$ cat config.mk
export PLATFORM = sky130hd
export DESIGN_NAME = inst_queue
export DESIGN_NICKNAME = d
export VERILOG_FILES = /design/src/rtl/inst_queue_pkg.sv /design/src/rtl/inst_queue.sv
export SDC_FILE = /design/constraint.sdc
export NUM_CORES = 1
export LEC_CHECK = 0
export CELL_PAD_IN_SITES_DETAIL_PLACEMENT = 1
export CELL_PAD_IN_SITES_GLOBAL_PLACEMENT = 2
export CORE_MARGIN = 4
export CORE_UTILIZATION = 46
export DETAILED_ROUTE_END_ITERATION = 10
export HOLD_SLACK_MARGIN = 0.08
export MAX_ROUTING_LAYER = met4
export PLACE_DENSITY_LB_ADDON = 0.08
export SLEW_MARGIN = 10
export SYNTH_ARGS = -nofsm -noshare
export SYNTH_HDL_FRONTEND = slang
export SYNTH_SLANG_ARGS = --single-unit
$ cat constraint.sdc
create_clock -name clk -period 7.8 [get_ports clk]
set_input_delay 0.78 -clock clk [delete_from_list [all_inputs] [get_ports clk]]
set_output_delay 0.78 -clock clk [all_outputs]
set_load 0.01 [all_outputs]
$ cat src/rtl/inst_queue_pkg.sv
// Shared CPU types for the fetch/decode boundary.
// Holds the fetch-to-decode entry layout and the default queue depth.
package inst_queue_pkg;

    localparam int IQ_DEPTH = 8;

    typedef struct packed {
        logic [31:0] pc;
        logic [31:0] instruction;
        logic        prediction;
        logic        branch;
        logic        jump;
    } pipe_in_t;

endpackage

$ cat src/rtl/inst_queue.sv
// Instruction queue between fetch and decode: circular FIFO with flush.
// Occupancy is tracked by an explicit count, so full and empty never rely on pointer equality.
module inst_queue
    import inst_queue_pkg::*;
#(
    parameter  int DEPTH = IQ_DEPTH,
    localparam int PTR_W = $clog2(DEPTH)
) (
    input  logic           clk,
    input  logic           reset,
    input  logic           enq_valid,
    input  pipe_in_t       enq_data,
    output logic           enq_ready,
    output logic           deq_valid,
    output pipe_in_t       deq_data,
    input  logic           deq_ready,
    input  logic           flush,
    output logic [PTR_W:0] count
);

    localparam logic [PTR_W:0]   FULL_CNT = (PTR_W+1)'(DEPTH);
    localparam logic [PTR_W:0]   CNT_ONE  = (PTR_W+1)'(1);
    localparam logic [PTR_W-1:0] PTR_ONE  = PTR_W'(1);

    pipe_in_t         r_mem [DEPTH];
    logic [PTR_W-1:0] r_head;
    logic [PTR_W-1:0] r_tail;
    logic [PTR_W:0]   r_count;

    logic w_enq_fire;
    logic w_deq_fire;

    // Ready/valid come from the registered count only; no input-to-output paths.
    assign enq_ready  = (r_count != FULL_CNT);
    assign deq_valid  = (r_count != '0);
    assign deq_data   = deq_valid ? r_mem[r_head] : '0;
    assign count      = r_count;

    assign w_enq_fire = enq_valid & enq_ready;
    assign w_deq_fire = deq_valid & deq_ready;

    always_ff @(posedge clk or negedge reset) begin
        if (!reset) begin
            r_head  <= '0;
            r_tail  <= '0;
            r_count <= '0;
        end else if (flush) begin
            r_head  <= '0;
            r_tail  <= '0;
            r_count <= '0;
        end else begin
            if (w_enq_fire) r_tail <= r_tail + PTR_ONE;
            if (w_deq_fire) r_head <= r_head + PTR_ONE;
            case ({w_enq_fire, w_deq_fire})
                2'b10:   r_count <= r_count + CNT_ONE;
                2'b01:   r_count <= r_count - CNT_ONE;
                default: r_count <= r_count;
            endcase
        end
    end

    // Storage is deliberately not reset; pointers and count define what is live.
    always_ff @(posedge clk) begin
        if (w_enq_fire && !flush) r_mem[r_tail] <= enq_data;
    end

endmodule

==> flow_metrics.env <==
export IMPL_status="completed"
export IMPL_die_area_mm2=0.04900
export IMPL_rsz0062_at_grt="no"
export IMPL_io_pins=145
export IMPL_cts_path_max_buffers=3
export IMPL_grt_total_usage=0.1900
export IMPL_fillCellCount=3823
export IMPL_required_ns=7.02
export IMPL_cp_arrival_ns=3.78
export IMPL_cts_buffers=55
export IMPL_core_rowCount=77
export IMPL_synth_seq_area_share=0.7805
export IMPL_drt_initial_drc_count=683
export IMPL_via_per_inst=5.511
export IMPL_cts_repair_resized=0
export IMPL_power_internal_mw=5.868
export IMPL_synth_edf_count=536
export IMPL_synth_top_cell_by_area="edfxtp_1"
export IMPL_post_route_period_util=0.5842
export IMPL_fmax_mhz=219.4
export IMPL_routed_wl_mm=44.59
export IMPL_worst_pin_slew_ns=1.132
export IMPL_drcViolationCount=0
export IMPL_seqPwrFrac=0.425
export IMPL_grt_pass1_vias=10666
export IMPL_synth_top_cells_by_area="edfxtp_1, mux4_2, mux2i_1, nor2_1, dfrtp_1"
export IMPL_synthFlopType="edfxtp_1"
export IMPL_yosysWarnings=0
export IMPL_grt_pass1_wl_mm=68.48
export IMPL_cts_hold_fix_buffers=0
export IMPL_port_buffers=144
export IMPL_gp_congestion=0.7195
export IMPL_dpl_hpwl_mm=23.37
export IMPL_p_comb_frac=0.273
export IMPL_synth_top_area_share=0.7686
export IMPL_cap_violations=0
export IMPL_synth_net_count=997
export IMPL_synth_async_sr_flop_share=0.01832
export IMPL_clk_pin_slew_worst_paths_ns=0.06
export IMPL_cts_tree="yes"
export IMPL_post_cts_buffers=0
export IMPL_synth_seq_cells=546
export IMPL_power_frac_clock=0.301
export IMPL_finalCriticalPeriod_ns=4.557
export IMPL_core_area_mm2=0.04461
export IMPL_crit_type="reg2out"
export IMPL_drive_gt1_frac=0.2108
export IMPL_vias=9534
export IMPL_whs_ns=0.5190
export IMPL_synthCells=921
export IMPL_power_switching_mw=2.243
export IMPL_clock_sinks=546
export IMPL_antenna_found_initial=4
export IMPL_startpoint_type="register"
export IMPL_htree_levels=2
export IMPL_die_w_um=221.4
export IMPL_area_growth_pct=18.29
export IMPL_die_y_um=221.4
export IMPL_setup_viol=0
export IMPL_hold_viol=0
export IMPL_avgSynthCellArea_um2=22.74
export IMPL_power_density_mw_per_mm2=327.4
export IMPL_cp_max_fo=98
export IMPL_overflow=0
export IMPL_hp_class="in2async"
export IMPL_peakVddDrop_uv=260.7
export IMPL_synth_commonest_cells="edfxtp_1, mux4_2, nor2_1"
export IMPL_synth_area_mm2=0.02094
export IMPL_finalNetCount=1167
export IMPL_slew_violations=0
export IMPL_start_util=0.4695
export IMPL_worst_clock_skew_ns=0.01036
export IMPL_relSlewSlack=0.2432
export IMPL_clock_latency_ns=0.59
export IMPL_drtPass1Iterations=5
export IMPL_synth_most_common_cell="edfxtp_1"
export IMPL_cp_end_kind="primary output"
export IMPL_setup_tns_ns=0
export IMPL_power_switching_share=0.2766
export IMPL_cts_root_buffer="clkbuf_16"
export IMPL_p_leak_nw=7.545
export IMPL_ant_nets=0
export IMPL_yosys_cell_types_count=32
export IMPL_wl_per_cell_um=25.78
export IMPL_grt_max_degree=99
==> area by class of cell <==
type / count / area (µm²) / share of cell area
Antenna cell: 4 / 10.01 / 0.0004041
Clock buffer: 67 / 1421 / 0.05738
Clock inverter: 33 / 235.2 / 0.009495
Inverter: 1 / 3.754 / 0.0001515
Multi-Input combinational cell: 328 / 4438 / 0.1792
Sequential cell: 546 / 16360 / 0.6603
Tap cell: 592 / 740.7 / 0.02990
Timing Repair Buffer: 159 / 1567 / 0.06324
==> metal layers <==
| layer | up-vias | track usage | part of all wire |
|---|---|---|---|
| li1 | 4185 | - | - |
| met3 | 63 | 0.03684 | 0.043 |
| met1 | 5103 | 0.2507 | 0.43 |
| met4 | 0 | 0.04792 | 0.019 |
| met2 | 183 | 0.3102 | 0.50 |
| met5 | - | - | 0 |
==> cell families after synthesis <==
logic type	count (synthesis)	synth area share
buffers and inverters	47	0.01052
flip-flops	546	0.7805
XOR/XNOR	7	0.002928
multiplexers	206	0.1788
AND/OR/NAND/NOR	103	0.02037
adder cells (fa/ha/maj)	4	0.002390
AO/OA/AOI/OAI	8	0.004421
==> stage by stage <==
step | cell area (µm²) | power, mW | util | instances | setup slack [ns]
2_1_floorplan | 20940 | 4.770 | - | 921 | 1.430
3_3_place_gp | 23110 | 5.785 | 0.5180 | 1626 | 3.575
3_5_place_dp | 23110 | 5.804 | 0.5180 | 1626 | 3.550
4_1_cts | 24760 | 8.267 | 0.5551 | 1726 | 3.072
5_1_grt | 24770 | 8.537 | 0.5554 | 1730 | 2.909
6_report | 24770 | 8.111 | 0.5554 | 1730 | 3.243
==> state kept, by name, indices dropped and copies added, names as in the netlist <==
signal / flops
r_tail: 3
r_head: 3
r_mem: 536
count: 4
==> worst max-delay path, cell delays in order (launching register included) <==
cell             delay, ns
dfrtp_4               0.95
buf_12                0.71
mux4_2                0.59
mux2i_1               0.24
nor2_1                0.08
clkdlybuf4s50_1       0.54
==> worst paths after layout <==
check,startpoint,to,slack [ns],cells past startpoint
setup reg to reg,count[1],r_mem[0][29],4.39,6
hold / removal,reset,r_tail[0],0.52,1
hold reg to reg,r_tail[0],r_tail[0],0.63,2
setup / recovery,r_head[0],deq_data[23],3.24,5
max in group asynchronous,reset,r_head[0],6.92,1
min in group clk,r_tail[0],r_tail[0],0.63,2
==> layout by cell type, fill, tap and decap left out, types with 2 or more instances in the layout <==
| cell type | count |
|---|---|
| and3b_1 | 2 |
| buf_4 | 14 |
| bufinv_16 | 3 |
| clkbuf_1 | 12 |
| clkbuf_16 | 55 |
| clkdlybuf4s50_1 | 144 |
| clkinv_1 | 17 |
| clkinv_2 | 8 |
| clkinvlp_4 | 2 |
| dfrtp_1 | 7 |
| dfrtp_4 | 3 |
| diode_2 | 4 |
| edfxtp_1 | 536 |
| ha_1 | 4 |
| inv_6 | 3 |
| mux2i_1 | 70 |
| mux4_2 | 134 |
| nand2_1 | 4 |
| nand2b_1 | 2 |
| nand3_1 | 3 |
| nor2_1 | 79 |
| nor2_4 | 7 |
| nor3_2 | 2 |
| xnor2_1 | 2 |
| xor2_1 | 5 |
==> power by group through the flow <==
stage | Clock, mW | Sequential (mW) | Combinational, mW
2_1_floorplan | 0 | 3.44 | 1.33
3_3_place_gp | 0 | 3.52 | 2.27
3_5_place_dp | 0 | 3.52 | 2.28
4_1_cts | 2.52 | 3.46 | 2.29
5_1_grt | 2.66 | 3.47 | 2.41
6_report | 2.44 | 3.45 | 2.22
Note: power is estimated with default switching activity, not from simulation.
